### config.mk
export PLATFORM = sky130hd
export DESIGN_NAME = vga_draw_arbiter
export DESIGN_NICKNAME = d
export VERILOG_FILES = /design/src/rtl/vga_draw_pkg.sv /design/src/rtl/rr_arbiter.sv /design/src/rtl/vga_draw_arbiter.sv
export SDC_FILE = /design/constraint.sdc
export NUM_CORES = 1
export LEC_CHECK = 0
export CAP_MARGIN = 5
export CELL_PAD_IN_SITES_DETAIL_PLACEMENT = 0
export CELL_PAD_IN_SITES_GLOBAL_PLACEMENT = 1
export CORE_ASPECT_RATIO = 0.6
export CORE_UTILIZATION = 36
export CTS_CLUSTER_SIZE = 20
export DETAILED_ROUTE_END_ITERATION = 8
export PLACE_DENSITY_LB_ADDON = 0.08
export SYNTH_ARGS = -nofsm -noshare
export SYNTH_HDL_FRONTEND = slang
export SYNTH_SLANG_ARGS = --single-unit
### constraint.sdc
create_clock -name clk -period 5.95 [get_ports clk]
set_input_delay 1.19 -clock clk [delete_from_list [all_inputs] [get_ports clk]]
set_output_delay 1.19 -clock clk [all_outputs]
set_load 0.05 [all_outputs]
### src/rtl/vga_draw_pkg.sv
// Shared types and constants for the VGA rectangle-fill arbiter.
package vga_draw_pkg;

    typedef enum logic [1:0] {
        ST_IDLE = 2'd0,
        ST_FILL = 2'd1,
        ST_DONE = 2'd2
    } state_e;

    localparam int SCREEN_W_DEF = 160;
    localparam int SCREEN_H_DEF = 120;
    localparam int COLOUR_W_DEF = 3;

    // Per-client slice widths inside the packed request buses.
    localparam int X_W = 8;
    localparam int Y_W = 7;

endpackage

### src/rtl/rr_arbiter.sv
// Combinational round-robin pick: first set request at or after ptr, wrapping.
module rr_arbiter
    import vga_draw_pkg::*;
#(
    parameter int NUM_REQ = 4,
    parameter int PTR_W   = 2
) (
    input  logic [NUM_REQ-1:0] req,
    input  logic [PTR_W-1:0]   ptr,
    output logic [NUM_REQ-1:0] gnt,
    output logic               vld
);

    logic [PTR_W-1:0] idx;

    always_comb begin
        gnt = '0;
        vld = 1'b0;
        idx = '0;
        for (int i = 0; i < NUM_REQ; i++) begin
            idx = PTR_W'((32'(ptr) + 32'(i)) % NUM_REQ);
            if (!vld && req[idx]) begin
                gnt[idx] = 1'b1;
                vld      = 1'b1;
            end
        end
    end

endmodule

### src/rtl/vga_draw_arbiter.sv
// Shares the VGA pixel-write port between rectangle-fill clients; one pixel per clock.
// Outputs are registered; off-screen pixels are suppressed (plot=0) but still take a cycle.
module vga_draw_arbiter
    import vga_draw_pkg::*;
#(
    parameter int NUM_REQ  = 4,
    parameter int SCREEN_W = SCREEN_W_DEF,
    parameter int SCREEN_H = SCREEN_H_DEF,
    parameter int COLOUR_W = COLOUR_W_DEF
) (
    input  logic                         clk,
    input  logic                         rst,
    input  logic [NUM_REQ-1:0]           req,
    input  logic [NUM_REQ*X_W-1:0]       req_x,
    input  logic [NUM_REQ*Y_W-1:0]       req_y,
    input  logic [NUM_REQ*X_W-1:0]       req_w,
    input  logic [NUM_REQ*Y_W-1:0]       req_h,
    input  logic [NUM_REQ*COLOUR_W-1:0]  req_colour,
    output logic [NUM_REQ-1:0]           grant,
    output logic [NUM_REQ-1:0]           done,
    output logic                         busy,
    output logic [X_W-1:0]               x,
    output logic [Y_W-1:0]               y,
    output logic [COLOUR_W-1:0]          colour,
    output logic                         plot
);

    localparam int         PTR_W  = (NUM_REQ > 1) ? $clog2(NUM_REQ) : 1;
    localparam logic [8:0] SCR_W9 = 9'(SCREEN_W);
    localparam logic [7:0] SCR_H8 = 8'(SCREEN_H);

    logic [X_W-1:0]      rx [NUM_REQ];
    logic [Y_W-1:0]      ry [NUM_REQ];
    logic [X_W-1:0]      rw [NUM_REQ];
    logic [Y_W-1:0]      rh [NUM_REQ];
    logic [COLOUR_W-1:0] rc [NUM_REQ];

    for (genvar g = 0; g < NUM_REQ; g++) begin : g_unpack
        assign rx[g] = req_x[g*X_W +: X_W];
        assign ry[g] = req_y[g*Y_W +: Y_W];
        assign rw[g] = req_w[g*X_W +: X_W];
        assign rh[g] = req_h[g*Y_W +: Y_W];
        assign rc[g] = req_colour[g*COLOUR_W +: COLOUR_W];
    end

    state_e              state_q,  state_d;
    logic [PTR_W-1:0]    ptr_q,    ptr_d;
    logic [PTR_W-1:0]    win_q,    win_d;
    logic [X_W-1:0]      x0_q,     x0_d;
    logic [Y_W-1:0]      y0_q,     y0_d;
    logic [X_W-1:0]      w_q,      w_d;
    logic [Y_W-1:0]      h_q,      h_d;
    logic [COLOUR_W-1:0] col_q,    col_d;
    logic [X_W-1:0]      cx_q,     cx_d;
    logic [Y_W-1:0]      cy_q,     cy_d;
    logic [X_W-1:0]      x_q,      x_d;
    logic [Y_W-1:0]      y_q,      y_d;
    logic [COLOUR_W-1:0] colour_q, colour_d;
    logic                plot_q,   plot_d;
    logic [NUM_REQ-1:0]  grant_q,  grant_d;
    logic [NUM_REQ-1:0]  done_q,   done_d;
    logic                busy_q,   busy_d;

    logic [NUM_REQ-1:0]  arb_gnt;
    logic                arb_vld;
    logic [PTR_W-1:0]    arb_idx;
    logic [8:0]          x_sum;
    logic [7:0]          y_sum;

    rr_arbiter #(
        .NUM_REQ (NUM_REQ),
        .PTR_W   (PTR_W)
    ) u_rr_arbiter (
        .req (req),
        .ptr (ptr_q),
        .gnt (arb_gnt),
        .vld (arb_vld)
    );

    always_comb begin
        arb_idx = '0;
        for (int i = 0; i < NUM_REQ; i++) begin
            if (arb_gnt[i]) arb_idx = PTR_W'(i);
        end
    end

    always_comb begin
        state_d = state_q;
        ptr_d   = ptr_q;
        win_d   = win_q;
        x0_d    = x0_q;
        y0_d    = y0_q;
        w_d     = w_q;
        h_d     = h_q;
        col_d   = col_q;
        cx_d    = cx_q;
        cy_d    = cy_q;

        case (state_q)
            ST_IDLE: begin
                if (arb_vld) begin
                    win_d   = arb_idx;
                    x0_d    = rx[arb_idx];
                    y0_d    = ry[arb_idx];
                    w_d     = rw[arb_idx];
                    h_d     = rh[arb_idx];
                    col_d   = rc[arb_idx];
                    cx_d    = '0;
                    cy_d    = '0;
                    state_d = (rw[arb_idx] == '0 || rh[arb_idx] == '0) ? ST_DONE : ST_FILL;
                end
            end
            ST_FILL: begin
                if (cx_q == w_q - X_W'(1)) begin
                    cx_d = '0;
                    if (cy_q == h_q - Y_W'(1)) state_d = ST_DONE;
                    else                       cy_d    = cy_q + Y_W'(1);
                end else begin
                    cx_d = cx_q + X_W'(1);
                end
            end
            ST_DONE: begin
                ptr_d   = (32'(win_q) == NUM_REQ - 1) ? '0 : win_q + PTR_W'(1);
                state_d = ST_IDLE;
            end
            default: state_d = ST_IDLE;
        endcase
    end

    // Outputs are derived from next-state values so they line up with the registered state.
    always_comb begin
        x_sum    = {1'b0, x0_d} + {1'b0, cx_d};
        y_sum    = {1'b0, y0_d} + {1'b0, cy_d};
        x_d      = '0;
        y_d      = '0;
        colour_d = '0;
        plot_d   = 1'b0;
        grant_d  = '0;
        done_d   = '0;
        busy_d   = (state_d != ST_IDLE);
        if (state_d == ST_FILL) begin
            x_d            = x_sum[X_W-1:0];
            y_d            = y_sum[Y_W-1:0];
            colour_d       = col_d;
            plot_d         = (x_sum < SCR_W9) && (y_sum < SCR_H8);
            grant_d[win_d] = 1'b1;
        end
        if (state_d == ST_DONE) done_d[win_d] = 1'b1;
    end

    always_ff @(posedge clk or negedge rst) begin
        if (!rst) begin
            state_q  <= ST_IDLE;
            ptr_q    <= '0;
            win_q    <= '0;
            x0_q     <= '0;
            y0_q     <= '0;
            w_q      <= '0;
            h_q      <= '0;
            col_q    <= '0;
            cx_q     <= '0;
            cy_q     <= '0;
            x_q      <= '0;
            y_q      <= '0;
            colour_q <= '0;
            plot_q   <= 1'b0;
            grant_q  <= '0;
            done_q   <= '0;
            busy_q   <= 1'b0;
        end else begin
            state_q  <= state_d;
            ptr_q    <= ptr_d;
            win_q    <= win_d;
            x0_q     <= x0_d;
            y0_q     <= y0_d;
            w_q      <= w_d;
            h_q      <= h_d;
            col_q    <= col_d;
            cx_q     <= cx_d;
            cy_q     <= cy_d;
            x_q      <= x_d;
            y_q      <= y_d;
            colour_q <= colour_d;
            plot_q   <= plot_d;
            grant_q  <= grant_d;
            done_q   <= done_d;
            busy_q   <= busy_d;
        end
    end

    assign grant  = grant_q;
    assign done   = done_q;
    assign busy   = busy_q;
    assign x      = x_q;
    assign y      = y_q;
    assign colour = colour_q;
    assign plot   = plot_q;

endmodule

Word level (Yosys, flattened, before mapping). Index checks and enable logic that the tools add are counted. W data, S select, Z words.

Flip-flop bits (word level): 82. Input port bits: 138. Output and inout bits: 28. Logic and storage cells: 140.

Add/sub/neg operators: 10. Magnitude comparators: 13. Eq/ne operators: 7. Mux-type cells: 71. Bitwise operators: 4. Reductions and logical operators: 18.

Operators by type and width (count): $mux W8 (9); $mux W7 (10); $bmux W8 S2 (2); $bmux W7 S2 (2); $mux W4 (6); $mux W2 (9); $pmux W8 S2 (1); $lt A2 B3 Y1 const B (5); $mux W1 (15); $mux W3 (5); $pmux W7 S2 (1); $or A4 B4 Y4 (3); $demux W1 S2 (5); $ge A2 B1 Y1 const B (5); $add A8 B8 Y9 (1); $logic_and A1 B1 Y1 (9); $lt A9 B8 Y1 const B (1); $add A7 B7 Y8 (1); $add A8 B1 Y8 const B (1); $bmux W1 S2 (4); $eq A8 B8 Y1 (1); $logic_not A8 Y1 (1); $lt A8 B7 Y1 const B (1); $sub A8 B1 Y8 const B (1); other kinds (17) (24).

Longest topological paths before layout. Gate-level depths: netlist of run 1.

Depth in word-level cells: 26. Depth in mapped cells: 26. Gate-level depth less buffers: 23.

Cells and area by module. A second synthesis of run 1 with hierarchy kept.

Cell total of the unflattened synthesis: 674. Area, all modules: 5779.3 um^2.

Modules (own cells, without submodules): vga_draw_arbiter (times used 1, cells an instance 612, area each 5285.1 um^2, seq. area each 2052.0 um^2); rr_arbiter (times used 1, cells an instance 62, area each 494.2 um^2, seq. area each 0.0 um^2).

Worst setup path after synthesis of run 1. Ideal clock, no wire load.

Kind: input-to-reg. Start: in req[3]. End: reg plot_q (netlist: plot). Setup time: 0.095 ns. Data arrival time: 5.429 ns. Data required time: 5.855 ns. Path slack: 0.426 ns. Stages: 22. Buffers on the path: 2. Cells stage by stage: mux2i_2 mux2i_2 a2111oi_4 o21a_1 buf_2 clkbuf_1 nand2_1 a221oi_1 nor3_1 a21oi_1 o21ai_0 ha_1 fa_1 a21o_1 a21oi_1 o21bai_1 a21oi_1 xor2_1 nor3_1 mux2_2 a22o_1 nor4b_2.

Elaborated cells on any way between the ends: 62. Classes of those cells: 2 x add/sub; 2 x order compare; 1 x eq/ne; 43 x mux; 4 x bitwise; 10 x reduce/logical.

RTL lines: start: declaration (line vga_draw_arbiter.sv:13) `input logic [NUM_REQ-1:0] req,`; $bmux W1 S2 (line rr_arbiter.sv:22) `if (!vld && req[idx]) begin`; $mux W1 (implied by the code) (line rr_arbiter.sv:22); $mux W1 (line rr_arbiter.sv:22); $logic_not A1 Y1 (line rr_arbiter.sv:22); $logic_and A1 B1 Y1 (line rr_arbiter.sv:22); $mux W1 (line rr_arbiter.sv:22); $logic_not A1 Y1 (line rr_arbiter.sv:22); $logic_and A1 B1 Y1 (line rr_arbiter.sv:22); (+11 left out); $mux W7 * (line vga_draw_arbiter.sv:101) `if (arb_vld) begin`; $mux W7 * (line vga_draw_arbiter.sv:99) `case (state_q)`; named net y0_d[0] (line vga_draw_arbiter.sv:50) `logic [Y_W-1:0] y0_q, y0_d;`; $add A7 B7 Y8 * (line vga_draw_arbiter.sv:133) `y_sum = {1'b0, y0_d} + {1'b0, cy_d};`; $lt A8 B7 Y1 * (line vga_draw_arbiter.sv:145) `plot_d = (x_sum < SCR_W9) && (y_sum < SCR_H8);`; $logic_and A1 B1 Y1 * (line vga_draw_arbiter.sv:145); $mux W1 * (line vga_draw_arbiter.sv:141) `if (state_d == ST_FILL) begin`; named net plot_d (line vga_draw_arbiter.sv:59) `logic plot_q, plot_d;`; end signal: assignment (line vga_draw_arbiter.sv:184) `plot_q <= plot_d;`; end: declaration (line vga_draw_arbiter.sv:59).

The timed path passes the listed nets; every way through them passes the cells marked *. The select of a mux whose other input is x is not followed. A chain may end at the register's enable or synchronous reset.

Final worst setup path of run 1.
Start: in req[2]. End: reg plot_q (netlist: plot).

Longest elaborated chain between the ends: 26. Elaborated cells on any way between the ends: 62. Classes of those cells: 2 x add/sub; 2 x order compare; 1 x eq/ne; 43 x mux; 4 x bitwise; 10 x reduce/logical.

Ends and longest elaborated chain (line): branches (longest 25 deep; another with $mux W4); $mux W1 * (vga_draw_arbiter.sv:141); named net plot_d (vga_draw_arbiter.sv:59).

Mark *: on every way through the listed nets, which the timed path passes. The select of a mux whose other input is x is not followed.

==> results of run 1 <==
[worst min-delay path by stage]
stage / from / slack [ps] / to
2_1_floorplan: col_q[0] / 440 / col_q[0]
3_3_place_gp: col_q[2] / 460 / col_q[2]
3_5_place_dp: col_q[2] / 480 / col_q[2]
4_1_cts: col_q[2] / 490 / col_q[2]
5_1_grt: w_q[6] / 550 / w_q[6]
6_report: col_q[2] / 490 / col_q[2]
[sequential cells by signal, summed over array words and instances (netlist names)]
signal   count
busy         1
col_q        3
colour       3
cx_q         8
cy_q         7
done         4
grant        4
h_q          7
plot         1
ptr_q        2
state_q      2
w_q          8
win_q        2
x            8
x0_q         8
y            7
y0_q         7
[metal layers]
layer	global-route usage (%)	vias up	part of all wire [%]
met5	0	-	0
met4	5.983	0	1.6
met3	5.183	24	6.4
met2	38.62	212	43
met1	34.81	2729	49
li1	-	2749	-
[area by class of cell]
type,instances,area [sq um]
repair buffers,216,2087
inverters,20,75.07
fillers,1445,7281
flip-flops and latches,82,2052
clock inverters,6,66.31
clock buffers,10,229.0
multi-input cells,504,3546
well taps,203,254.0
[stage by stage]
step	TNS (ps)	power [W]	setup WS, ps	util (%)
floorplan	0	0.002096	425.7	-
global placement	-70.90	0.002767	-70.90	51.18
detailed placement	-145.1	0.002805	-145.1	51.18
CTS	0	0.003386	175.6	53.07
global route	0	0.003614	4.950	53.30
finish	0	0.003385	286.4	53.30
[worst reg2reg max path, stage by stage, from the launching register on]
cell	delay (ps)
dfrtp_1	510
inv_1	190
ha_1	490
and3b_1	210
a22o_1	280
o21ai_1	310
o21a_1	250
nand2_1	120
a221oi_1	270
buf_4	170
nor3_1	40
a21oi_1	120
o21ai_0	110
ha_1	220
fa_1	390
a21o_1	180
a21oi_1	180
o21bai_1	90
a21oi_1	170
xor2_1	190
nor3_1	80
mux2_2	270
a22o_1	190
nor4b_2	210
[cells by family (layout without fill, tap and decap cells)]
kind of cell               Yosys count  after routing  share of synthesized area [%]
muxes                               16             16                          3.321
adders and majority gates           28             28                          6.257
DFF                                 82             82                          35.14
AOI/OAI and AO/OA                  196            196                          23.53
buffers and inverters               60            252                          4.650
and+or+nand+nor                    228            228                          21.71
xor gates and xnor gates            36             36                          5.400
[power groups by stage]
stage                     clock [W]  sequential, W  combinational, W
after global placement            0       0.000956           0.00181
after detailed placement          0       0.000962           0.00184
after CTS                  0.000574       0.000954           0.00186
after global routing       0.000596       0.000985           0.00203
after floorplan                   0        0.00116          0.000934
final                      0.000565       0.000956           0.00186
[placed cells by master (no fill, tap or decap), types with 9 or more instances in the layout]
master           netlist  final
clkdlybuf4s50_1        0    162
dfrtp_1               82     82
nand2_1               73     73
buf_4                  4     48
a21oi_1               47     47
o21ai_0               46     46
nor2_1                45     45
ha_1                  26     26
nor3_1                22     22
inv_1                 20     20
xor2_1                18     18
xnor2_1               18     18
o22ai_1               11     11
o221ai_1              11     11
nor3_2                11     11
nor4_1                10     10
a211oi_1               9      9
clkbuf_16              0      9
[what timing repair did]
item	4_1_cts	5_1_grt
endpoints found under the hold margin	0	0
setup endpoints to repair	0	1
gates resized for setup	0	5
setup buffers	0	1
==> impl_metrics.py, run 1 <==
metrics = {
    "worst_setup_path": {
        "worstSetupEndpointType": "flop",
        "startpoint": "req[2]",
        "cpMaxStageDelayCell": "clkdlybuf4s50_1",
        "path_buf_inv": 4,
        "worstPathRequired_ps": 6190,
        "worst_setup_path_start_kind": "input pin",
        "reg2reg_slack_ps": 590,
        "arrival_ps": 5910,
        "critPathMaxStageDelay_ps": 460,
        "worstPathCellList": "clkdlybuf4s50_1, mux2i_2, o22ai_1, a2111oi_4, buf_4, o21ai_4, nor2_4, o221ai_1, a21oi_1, a21oi_1, buf_4, o21a_1, buf_4, fa_1, nor2b_1, o21ai_0, nand2b_1, a21oi_1, o21bai_1, xnor2_1, nand2_1, a221oi_1, nor4b_2",
        "reg2reg_depth": 23,
        "critical_path_class": "in -> reg",
        "r2r_start": "ptr_q[1]",
        "cp.depth": 23,
        "regToRegEndpoint": "plot",
        "setup.worst_path.end": "plot",
        "crit_family": "compound AO/OA/AOI/OAI gates",
        "path_max_fanout": 6,
    },
    "logic_synthesis": {
        "synth_area_per_cell_sq_um": 9.039,
        "synth_edf_count": 0,
        "syn_inst": 646,
        "synth_most_common_cell": "dfrtp_1",
        "synth_seq_area_share_pct": 35.14,
        "yosys.cell_types.count": 74,
        "yosys_register_bits": 82,
        "synth_common_cells": "dfrtp_1, nand2_1, a21oi_1",
        "synth_top_area_cell": "dfrtp_1",
        "synth_top_area_share_pct": 35.14,
        "synth_ff_type": "dfrtp_1",
        "asyncSetResetFlopFracSynth_pct": 100.0,
        "synth.area.top_cells": "dfrtp_1, ha_1, nand2_1, a21oi_1, o21ai_0",
        "ys_warn_count": 0,
        "syn-num-nets": 812,
        "syn_area_sq_um": 5839,
    },
    "route": {
        "drt-vias-per-instance": 5.489,
        "drc": 3,
        "vias": 5714,
        "dr.pass1.iters": 9,
        "wl_per_cell_um": 19.32,
        "antenna_left": 0,
        "drt_iter0_drc": 357,
        "wl_um": 20110,
    },
    "layout": {
        "nets": 999,
        "stdcell_count": 1041,
        "syn2layout_area_growth_pct": 42.30,
        "drive_gt1_share_pct": 13.96,
        "final_area_sq_um": 8309,
        "diodes": 0,
    },
    "global_route": {
        "grt_pass1_vias": 5882,
        "grt.total_usage_pct": 24.67,
        "antenna_found_initial": 0,
        "grt_pass1_wl_um": 31870,
        "grt_max_degree": 83,
        "grt_overflow": 0,
    },
    "power": {
        "comb_power_share_pct": 55.1,
        "clkPwrFrac_pct": 16.7,
        "swShare_pct": 43.08,
        "total_leakage_power_nw": 3.502,
        "p_per_area_nw_per_um2": 407.4,
        "power.switching_w": 0.001458,
        "seq_power_share_pct": 28.2,
        "peakVddDrop_v": 0.0002696,
        "intPower_w": 0.001927,
    },
    "timing": {
        "relSlewSlack_pct": 29.21,
        "max_freq_mhz": 176.6,
        "slew_violations": 0,
        "whs_ps": 494.0,
        "hold_viol_final": 0,
        "period_needed_ps": 5664,
        "worst_pin_slew_ps": 1062,
        "rsz0062_at_grt": "false",
        "skew_ps": 9.682,
        "min_period_over_period_pct": 95.19,
        "setup_viol": 0,
    },
    "clock_tree": {
        "clock_path_buffers": 2,
        "clk_pin_slew_ps": 70,
        "clk_latency_ps": 350,
        "numCtsBuffers": 9,
        "tritoncts": "built",
        "h-tree-depth": 3,
        "clock-sinks": 82,
        "root_buffer": "clkbuf_16",
        "ctsHoldBuffers": 0,
    },
    "min_path": {
        "hp-class": "reg -> reg",
        "hold_depth": 2,
    },
    "floorplan": {
        "die-area_sq_um": 16750,
        "die_h_um": 100.7,
        "io-pin-count": 166,
        "start_util_pct": 37.46,
        "core_sq_um": 15590,
        "rows": 35,
        "die_w_um": 166.4,
    },
    "outcome": {
        "status": "finished, violations left",
        "violations": "design-rule violations",
    },
    "flow_run": {
        "drv_cap": 0,
    },
    "placement": {
        "portBuffers": 165,
        "placed_cells": 1024,
        "dp_hpwl_um": 16140,
        "placed_area_sq_um": 7979,
        "gp_congestion": 0.9122,
    },
}
No activity file was read; power rests on OpenSTA's default activity.
==> run 2, diff against run 1 <==
--- a/config.mk
+++ b/config.mk
@@ -5,11 +5,12 @@
 export SDC_FILE = /design/constraint.sdc
 export NUM_CORES = 1
 export LEC_CHECK = 0
+export ABC_AREA = 1
 export CAP_MARGIN = 5
 export CELL_PAD_IN_SITES_DETAIL_PLACEMENT = 0
 export CELL_PAD_IN_SITES_GLOBAL_PLACEMENT = 1
 export CORE_ASPECT_RATIO = 0.6
-export CORE_UTILIZATION = 36
+export CORE_UTILIZATION = 34
 export CTS_CLUSTER_SIZE = 20
 export DETAILED_ROUTE_END_ITERATION = 8
 export PLACE_DENSITY_LB_ADDON = 0.08
==> run 2 against run 1 <==
The flow now finishes without violations. Clock power increased by 14%. Cell area decreased by 3.0%. Synthesized cell count increased by 25%. Critical path type unchanged.
==> impl_metrics.py, run 2 <==
metrics = {
    "logic_synthesis": {
        "muxShareOfSynthArea_pct": 0,
        "yosys.area_share.adder_pct": 6.266,
        "syn_area_sq_um": 5831,
        "ys_warn_count": 0,
        "synth_seq_area_share_pct": 35.19,
        "synth.area.top_cells": "dfrtp_1, nand2_1, nor2_1, ha_1, inv_1",
        "synth_compound_area_share_pct": 15.77,
        "synth_top_area_cell": "dfrtp_1",
        "synth_ff_type": "dfrtp_1",
        "synth_area_per_cell_sq_um": 7.207,
        "synth_most_common_cell": "nand2_1",
        "synth_common_cells": "nand2_1, nor2_1, dfrtp_1",
        "synth_top_family_by_area": "simple AND/OR/NAND/NOR gates",
        "yosys.cell_types.count": 42,
        "syn_inst": 809,
        "synth_top_area_share_pct": 35.19,
        "syn-num-nets": 975,
        "synth_edf_count": 0,
        "yosys_register_bits": 82,
        "asyncSetResetFlopFracSynth_pct": 100.0,
        "yosys.area_share.simple_pct": 28.67,
        "synth-xor-area-share_pct": 5.408,
    },
    "placement": {
        "placed_cells": 1185,
        "dp_hpwl_um": 15070,
        "portBuffers": 165,
        "gp_congestion": 0.8520,
    },
    "global_route": {
        "grt_pass1_wl_um": 30400,
        "grt.total_usage_pct": 22.59,
        "grt_overflow": 0,
        "antenna_found_initial": 3,
        "grt_pass1_vias": 5800,
        "grt_max_degree": 51,
    },
    "min_path": {
        "min_to": "y0_q[0]",
        "hp-class": "reg -> reg",
        "hold_depth": 1,
        "hold_path_startpoint": "y0_q[0]",
    },
    "timing": {
        "slew_violations": 0,
        "period_needed_ps": 5384,
        "hold_viol_final": 0,
        "skew_ps": 13.22,
        "setup_viol": 0,
        "max_freq_mhz": 185.7,
        "worst_pin_slew_ps": 694.8,
        "relSlewSlack_pct": 53.32,
        "min_period_over_period_pct": 90.49,
        "tns_ps": 0,
        "rsz0062_at_grt": "false",
    },
    "floorplan": {
        "io-pin-count": 166,
        "die_w_um": 171.1,
        "die_h_um": 103.4,
        "die-area_sq_um": 17690,
        "core_sq_um": 16490,
        "start_util_pct": 35.37,
        "rows": 36,
    },
    "worst_setup_path": {
        "startpoint": "req[3]",
        "arrival_ps": 5640,
        "crit_family": "compound AO/OA/AOI/OAI gates",
        "path_buf_inv": 4,
        "critical_path_class": "in -> reg",
        "cp_common_cell": "nand2_1",
        "r2r_start": "ptr_q[0]",
        "regToRegEndpoint": "plot",
        "worst_setup_path_start_kind": "input pin",
        "path_max_fanout": 16,
        "reg2reg_depth": 26,
        "cpMaxStageDelayCell": "clkdlybuf4s50_1",
        "critPathMaxStageDelay_ps": 500,
        "worstSetupEndpointType": "flop",
        "worstPathRequired_ps": 6210,
        "reg2reg_slack_ps": 870,
    },
    "flow_run": {
        "drv_cap": 0,
    },
    "route": {
        "antenna_left": 0,
        "drt-vias-per-instance": 4.815,
        "drc": 0,
        "dr.pass1.iters": 5,
        "wl_per_cell_um": 15.87,
        "wl_um": 19100,
        "drt_iter0_drc": 288,
        "vias": 5792,
    },
    "clock_tree": {
        "clk_pin_slew_ps": 60,
        "tritoncts": "built",
        "post_cts_resized": 0,
        "root_buffer": "clkbuf_16",
        "post-cts-setup-buffer-count": 0,
        "clock_path_buffers": 2,
        "numCtsBuffers": 9,
        "ctsHoldBuffers": 0,
        "h-tree-depth": 3,
        "clk_latency_ps": 340,
        "clock-sinks": 82,
    },
    "layout": {
        "drive_gt1_share_pct": 8.325,
        "multi_input_comb_area_sq_um": 3282,
        "seqCellArea_sq_um": 2052,
        "final_cell_mix": "nand2_1, clkdlybuf4s50_1, nor2_1",
        "nets": 1134,
        "stdcell_count": 1203,
        "syn2layout_area_growth_pct": 38.24,
        "n_fill_cell": 1647,
    },
    "outcome": {
        "status": "finished, final reports clean",
    },
    "power": {
        "total_leakage_power_nw": 3.761,
        "p_per_area_nw_per_um2": 505.9,
        "peakVddDrop_v": 0.0002294,
        "report.power.total_w": 0.004078,
    },
}
[run 2: per-layer routing]
layer | GRT usage (%) | part of all wire, % | vias up
li1 | - | - | 2936
met1 | 32.27 | 52 | 2673
met2 | 35.05 | 42 | 168
met3 | 5.860 | 6.1 | 13
met4 | 3.091 | 0.51 | 2
met5 | 0 | 0.063 | -
[run 2: how the worst max path moves through the flow]
stage                 to  slack, ps  cells after the start
floorplan           plot       1350                     26
global route        plot        100                     23
CTS                 plot        650                     25
detailed placement  plot        310                     25
global placement    plot        510                     24
finish              plot        570                     25
[run 2: cell type report]
class	instances	share of cell area, %
Inverter	88	4.098
Multi-Input combinational cell	607	40.72
Tap cell	228	3.539
Clock buffer	10	2.841
Sequential cell	82	25.46
Clock inverter	6	1.428
Antenna cell	2	0.06209
Timing Repair Buffer	180	21.86
[run 2: through the flow]
step	util, %	area (sq um)	hold slack (ps)	setup WS [ps]
after CTS	48.86	8055	484.9	647.9
final	48.89	8060	482.2	566.0
after global routing	48.86	8055	499.0	98.74
after floorplan	-	5831	449.2	1350
after detailed placement	46.77	7711	466.6	309.6
after global placement	46.77	7711	463.2	513.1
[run 2: kinds of logic after synthesis]
kind of cell	Yosys count
and+or+nand+nor	395
AOI/OAI and AO/OA	148
buffers and inverters	120
DFF	82
xor gates and xnor gates	36
adders and majority gates	28
[run 2: worst register-to-register path: stages (launching register included)]
cell,delay [ps]
dfrtp_1,540
inv_2,170
ha_1,390
inv_1,90
nand3_1,90
nand2_1,120
nand3_1,140
nor2_1,50
nor2_1,160
nand2_1,130
inv_2,210
nand2_4,150
inv_2,240
nand2_1,80
a221oi_1,300
a21o_1,140
ha_1,160
inv_1,60
fa_1,390
o21ai_0,290
a21oi_1,110
o21bai_1,230
xor2_1,280
nand2_1,80
a21oi_1,170
nand3_1,110
a21oi_2,110
[run 2: report_power, final]
part	internal [W]	total [W]	switching, W
clock	0.000412	0.000646	0.000234
sequential	0.000781	0.000898	0.000117
combinational	0.000905	0.00253	0.00163
